$ cat src/rtl/div_result_checker_seq.sv
`default_nettype none
// ---------------------------------------------------------------------------
// div_result_checker_seq : checks a divider result by shift-add q*d + r == dividend
// Revision: 1.0
// ---------------------------------------------------------------------------
module div_result_checker_seq #(
  parameter int WIDTH = 16
) (
  input  logic                 clk,
  input  logic                 rst,
  input  logic                 start,
  input  logic [WIDTH-1:0]     quotient,
  input  logic [WIDTH-1:0]     divisor,
  input  logic [WIDTH-1:0]     remainder,
  input  logic [WIDTH-1:0]     dividend,
  output logic                 busy,
  output logic                 done,
  output logic [2*WIDTH-1:0]   product,
  output logic                 match,
  output logic                 err_range
);

  typedef enum logic [1:0] {
    IDLE = 2'd0,
    CALC = 2'd1,
    ADD  = 2'd2,
    CMP  = 2'd3
  } state_t;

  localparam int CNT_W = $clog2(WIDTH + 1);
  localparam logic [CNT_W-1:0] LAST_STEP = CNT_W'(WIDTH - 1);

  state_t               state;
  logic [2*WIDTH-1:0]   mcand;
  logic [WIDTH-1:0]     mplier;
  logic [WIDTH-1:0]     div_r;
  logic [WIDTH-1:0]     rem_r;
  logic [WIDTH-1:0]     dvd_r;
  logic [2*WIDTH-1:0]   acc;
  logic [CNT_W-1:0]     cnt;
  logic                 err_next;

  // Range check uses the latched operands so live input changes cannot leak in.
  assign err_next = (div_r == '0) || (rem_r >= div_r);

  always_ff @(posedge clk) begin
    if (!rst) begin
      state     <= IDLE;
      mcand     <= '0;
      mplier    <= '0;
      div_r     <= '0;
      rem_r     <= '0;
      dvd_r     <= '0;
      acc       <= '0;
      cnt       <= '0;
      busy      <= 1'b0;
      done      <= 1'b0;
      product   <= '0;
      match     <= 1'b0;
      err_range <= 1'b0;
    end else begin
      done <= 1'b0;
      case (state)
        IDLE: begin
          if (start) begin
            mplier <= quotient;
            mcand  <= {{WIDTH{1'b0}}, divisor};
            div_r  <= divisor;
            rem_r  <= remainder;
            dvd_r  <= dividend;
            acc    <= '0;
            cnt    <= '0;
            busy   <= 1'b1;
            state  <= CALC;
          end
        end
        CALC: begin
          if (mplier[0]) begin
            acc <= acc + mcand;
          end
          mcand  <= mcand << 1;
          mplier <= mplier >> 1;
          cnt    <= cnt + 1'b1;
          if (cnt == LAST_STEP) begin
            state <= ADD;
          end
        end
        ADD: begin
          acc   <= acc + {{WIDTH{1'b0}}, rem_r};
          state <= CMP;
        end
        CMP: begin
          product   <= acc;
          err_range <= err_next;
          match     <= (acc == {{WIDTH{1'b0}}, dvd_r}) && !err_next;
          done      <= 1'b1;
          busy      <= 1'b0;
          state     <= IDLE;
        end
        default: state <= IDLE;
      endcase
    end
  end

endmodule
`default_nettype wire

$ cat config.mk
export PLATFORM = sky130hd
export DESIGN_NAME = div_result_checker_seq
export DESIGN_NICKNAME = d
export VERILOG_FILES = /design/src/rtl/div_result_checker_seq.sv
export SDC_FILE = /design/constraint.sdc
export NUM_CORES = 1
export LEC_CHECK = 0
export ABC_AREA = 0
export CELL_PAD_IN_SITES_DETAIL_PLACEMENT = 1
export CELL_PAD_IN_SITES_GLOBAL_PLACEMENT = 1
export CORE_UTILIZATION = 43
export CTS_CLUSTER_SIZE = 12
export DETAILED_ROUTE_END_ITERATION = 6
export GPL_TIMING_DRIVEN = 0
export PLACE_DENSITY = 0.86
export SLEW_MARGIN = 20
export SYNTH_ARGS = -nofsm -noshare
export SYNTH_HDL_FRONTEND = slang
export SYNTH_SLANG_ARGS = --single-unit
$ cat constraint.sdc
create_clock -name clk -period 4.98 [get_ports clk]
set_clock_uncertainty 0.05 [all_clocks]
set_input_delay 0.498 -clock clk [delete_from_list [all_inputs] [get_ports clk]]
set_output_delay 0.498 -clock clk [all_outputs]
set_load 0.05 [all_outputs]
# ---- Word-level counts from Yosys, hierarchy flattened
# Cells that the tools add are included.
dict set report op_classes {
  addsub 3
  n_lt_le_gt_ge 1
  n_eq_ne 8
  n_mux 15
  n_reduce_logical 13
}
# operator count
set op_table {}
lappend op_table {{$mux 32} 3}
lappend op_table {{$pmux 32 s3} 1}
lappend op_table {{$pmux 32 s2} 1}
lappend op_table {{$add 32x16->32} 1}
lappend op_table {{$add 32x32->32} 1}
lappend op_table {{$eq 32x16->1} 1}
lappend op_table {{$pmux 16 s2} 1}
lappend op_table {{$ge 16x16->1} 1}
lappend op_table {{$logic_not 16->1} 1}
lappend op_table {{$mux 16} 1}
lappend op_table {{$pmux 5 s2} 1}
lappend op_table {{$pmux 2 s4} 1}
lappend op_table {{$reduce_and 2->1} 4}
lappend op_table {{$ne 2x2->1 const B} 3}
lappend op_table {{$add 5x1->5 const B} 1}
lappend op_table {{$eq 5x4->1 const B} 1}
lappend op_table {{$mux 5} 1}
lappend op_table {{$eq 2x2->1 const B} 2}
lappend op_table {{$mux 2} 2}
lappend op_table {{$reduce_bool 2->1} 2}
lappend op_table {{$reduce_and 3->1} 1}
lappend op_table {{$reduce_bool 3->1} 1}
lappend op_table {{$eq 2x1->1 const B} 1}
lappend op_table {{$logic_not 2->1} 1}
lappend op_table {{5 further kinds} 6}
dict set report totals {
  reg_bits 171
  input_bits 67
  elab_cells 53
}

# ---- Logic depth before layout (Yosys ltp)
dict set report depth {
  word_depth 4
  depth_mapped 16
  ltp_nobuf 14
}

# ---- Worst setup path after synthesis
# No wires, ideal clock.
dict set report synth_path {
  kind {register to register}
  from {register state[0]}
  to {register acc[31]}
  setup_ns 0.073
  t_arrival_ns 3.466
  path_slack_ns 1.391
  stages_incl_launch_ff 15
  path_buffers 1
  cell_sequence {dfxtp_1 -> inv_1 -> ha_1 -> clkbuf_1 -> mux2_2 -> ha_1 -> a211oi_1 -> o21bai_1 -> o211a_1 -> o32a_4 -> o2111ai_2 -> a21oi_2 -> o31ai_2 -> or4b_1 -> o211ai_2}
}
dict set report synth_via {
  elab_chain_cells 3
  elab_cells_between_ends 8
}
# element line
set synth_rtl {}
lappend synth_rtl {{start: declaration} 33} ;# state_t state;
lappend synth_rtl {{start signal: assignment} 48} ;# state <= IDLE;
lappend synth_rtl {{start signal: assignment} 74} ;# state <= CALC;
lappend synth_rtl {{start signal: assignment} 85} ;# state <= ADD;
lappend synth_rtl {{$eq 2x1->1, or another cell as far along} 63} ;# case (state)
lappend synth_rtl {{$ne 2x2->1 (no source line) / $reduce_bool 3->1 (equally long branches)} -}
lappend synth_rtl {{$reduce_and 3->1 (no source line)} -}
lappend synth_rtl {{end signal: assignment} 79} ;# acc <= acc + mcand;
lappend synth_rtl {{end signal: assignment} 89} ;# acc <= acc + {{WIDTH{1'b0}}, rem_r};
lappend synth_rtl {{end: declaration} 39} ;# logic [2*WIDTH-1:0] acc;
# Several ways; a longest one is shown, not always the timed one.
# A chain may end at the register's enable or synchronous reset.

# ---- Worst setup path in the final report
dict set report layout_path {
  from {register state[0]}
  to {register acc[30]}
}
# Same word-level chain as after synthesis.

==> results.toml <==
[run_status]
status = "finished, final reports clean"

[pwr]
p_int_uw = 3039
vdd_drop_max_uv = 289.6
leakage_uw = 0.004555
comb_power_share = 0.385
netSwitchingFraction = 0.3947
pwr-share-seq = 0.356
power_density_mw_per_mm2 = 450.2
power_frac_clock = 0.259
switchingPower_uw = 1982

[grt]
antenna_found_initial = 0
grt_usage = 0.2672
grt-ovfl-total = 0
grt_pass1_wl_mm = 45.37
grt_max_degree = 17
grt_pass1_vias = 8538

[setup_path]
reg2regPathDepth = 15
rrSetupSlack_ns = 0.55
reg2reg_from = "state[0]"
cp_max_fo = 10
cp_data_required_time_ns = 5.25
worstSetupEndpointType = "register"
crit_arrival_ns = 4.69
r2r-end = "acc[30]"
crit_path_start_kind = "register"
worstSetupPathType = "reg2reg"

[floorplanning]
rows = 53
die_w_um = 148.5
ios = 103
die_area_mm2 = 0.02204
coreArea_mm2 = 0.02102
die_y_um = 148.5
initial_utilization = 0.4388

[drt]
route.met3.wl_um = 939
num_vias = 8142
avgViaCountPerCell = 5.623
drtIter0Drc = 410
first_pass_iters = 5
met1_length_mm = 12.62
post_drt_wl_per_cell_um = 19.62
wl_met2_mm = 13.61
wl_mm = 28.42
dr.max_layer_used = "met4"
ant_nets = 0
drcViolationCount = 0

[cts]
cts_root_buffer = "clkbuf_16"
numCtsBuffers = 17
clockBufferDepth = 2
clk_latency_ns = 0.44
cts.sinks = 171
cts.htree.levels = 4
postCtsSetupBuffers = 0
cts_hold_buf = 0
cts_tree = "yes"
ctsResizeCount = 0
clk_pin_slew_ns = 0.07

[logic_synthesis]
ys_seq_area_frac = 0.3711
synth.most_common_cell = "nand2_1"
syn_nets = 1170
syn_avg_cell_area_um2 = 8.862
synthArstFlopShare = 0
synth_top_family_by_area = "compound AO/OA/AOI/OAI gates"
synth_area_leaders = "dfxtp_1 37%, ha_1 8.3%, nand2_1 7.0%, mux2i_1 6.9%, nor2b_1 5.9%"
synth_xor_area_frac = 0.04082
synthFlopType = "dfxtp_1"
synth_edf_count = 0
synth_cell_type_count = 57
synth.top_cell.area_share = 0.3711
netlist_instances = 1041
yosys.area_share.simple = 0.1803
synth_compound_area_frac = 0.1949
synthMuxAreaShare = 0.08897
ys_ff_latch = 171
synth_top_area_cell = "dfxtp_1"
yosysWarnings = 0
ys_top_cells_by_count = "173 x nand2_1, 171 x dfxtp_1, 87 x nor2b_1, 64 x mux2i_1, 61 x ha_1"
synthesis.area_mm2 = 0.009225
synthAdderAreaFrac = 0.08490

[timing]
fmaxAchievable_mhz = 226.0
tightest_slew_ns = 0.9306
tns_ns = 0
period_minus_slack_ns = 4.425
period_share = 0.8886
fin_ws_ns = 0.5550
hold_viol_final = 0
slew_headroom = 0.3796
finalMaxSlewViolations = 0
rsz0062_at_grt = "no"
setup_viol = 0

[place]
place_congestion = 0.9239
dp_cells = 1418
io_buffers = 102
dp_slack_ns = 0.7236
dp_hpwl_mm = 21.43

[layout]
areaGrowthSynthToFinish_pct = 20.89
diodes = 0
nets = 1291
num-fill-cells = 2454
final_cells = 1448
post_route_cells_drive_above_1_share = 0.04604

[min_path]
hold_path_depth = 2
hold_end = "dvd_r[8]"
min-delay-start = "dvd_r[8]"
min-delay-path-class = "reg2reg"

[run]
max_cap_viol_count = 0
==> power by group through the flow <==
| stage | registers [uW] | logic (uW) | clock network, uW |
|---|---|---|---|
| CTS | 1780 | 1930 | 1310 |
| global route | 1810 | 2100 | 1370 |
| floorplan | 1750 | 1310 | 0 |
| detailed placement | 1810 | 1900 | 0 |
| global placement | 1800 | 1810 | 0 |
| finish | 1790 | 1930 | 1300 |
==> cells in the final DEF (no fill, tap or decap), drive strengths merged, types with 2 or more instances in the layout <==
master / instances
a211o: 3
a211oi: 3
a21boi: 52
a21o: 13
a21oi: 32
a221oi: 2
a22oi: 32
a311oi: 3
a31oi: 5
a41oi: 3
and2: 8
and3: 4
buf: 9
clkbuf: 75
clkdlybuf4s50: 102
clkinv: 6
dfxtp: 171
ha: 61
inv: 31
mux2: 16
mux2i: 64
nand2: 173
nand2b: 5
nand3: 9
nand4: 10
nor2: 26
nor2b: 87
nor3: 8
nor4: 11
o211a: 32
o211ai: 4
o21ai: 41
o21bai: 6
o22ai: 2
o31ai: 3
xnor2: 22
xor2: 21
==> how the worst max path moves through the flow <==
stage,cells after the start,end,from
finish,15,acc[30],state[0]
global route,15,acc[30],state[0]
CTS,15,acc[30],state[0]
detailed placement,15,acc[23],state[0]
global placement,15,acc[23],state[0]
floorplan,14,acc[31],state[0]
==> final cells by class <==
| cell class | count | area, um2 | share of cell area |
|---|---|---|---|
| clock buffer | 21 | 470.5 | 0.04219 |
| clock inverter | 9 | 91.34 | 0.008190 |
| inverter | 30 | 112.6 | 0.01010 |
| sequential | 171 | 3423 | 0.3070 |
| tap | 275 | 344.1 | 0.03085 |
| timing repair buffer | 102 | 1021 | 0.09155 |
| multi-input combinational | 777 | 5441 | 0.4879 |
| buffer | 63 | 247.7 | 0.02221 |
==> per-stage QoR <==
stage	area, um2	hold WS [ns]	util	total power, uW
finish	11150	0.4360	0.5305	5021
global route	11150	0.4597	0.5305	5277
CTS	11150	0.4384	0.5305	5020
detailed placement	10590	0.4243	0.5038	3708
global placement	10590	0.4150	0.5038	3606
floorplan	9225	0.4031	-	3064
==> worst max-delay path: stages (launching register included) <==
cell,delay [ns]
dfxtp_1,0.33
inv_1,0.14
ha_1,0.18
buf_6,0.14
clkbuf_1,0.51
mux2_2,0.45
ha_1,0.32
a21oi_1,0.25
a21oi_1,0.14
nor2_1,0.20
o21ai_0,0.37
a2111o_1,0.47
a311oi_1,0.38
o31ai_1,0.14
xnor2_1,0.14
o21ai_0,0.08
==> sequential cells by signal (all words and copies together) (netlist names) <==
name / cells
busy: 1
acc: 32
mplier: 16
cnt: 5
done: 1
match: 1
dvd_r: 16
rem_r: 16
product: 32
div_r: 16
mcand: 32
state: 2
err_range: 1
==> kinds of logic (layout without fill, tap and decap cells) <==
family,Yosys count,after routing
AO/OA/AOI/OAI,245,245
XOR/XNOR,43,43
adder cells (fa/ha/maj),62,62
buffers and inverters,93,225
flip-flops,171,171
multiplexers,80,80
AND/OR/NAND/NOR,347,347
==> routing by layer <==
layer	GRT usage	vias to the layer above
met4	0.1361	0
met5	0	-
met3	0.03589	69
li1	-	3886
met1	0.3272	4004
met2	0.4568	183
Note: power is estimated with default switching activity, not from simulation.
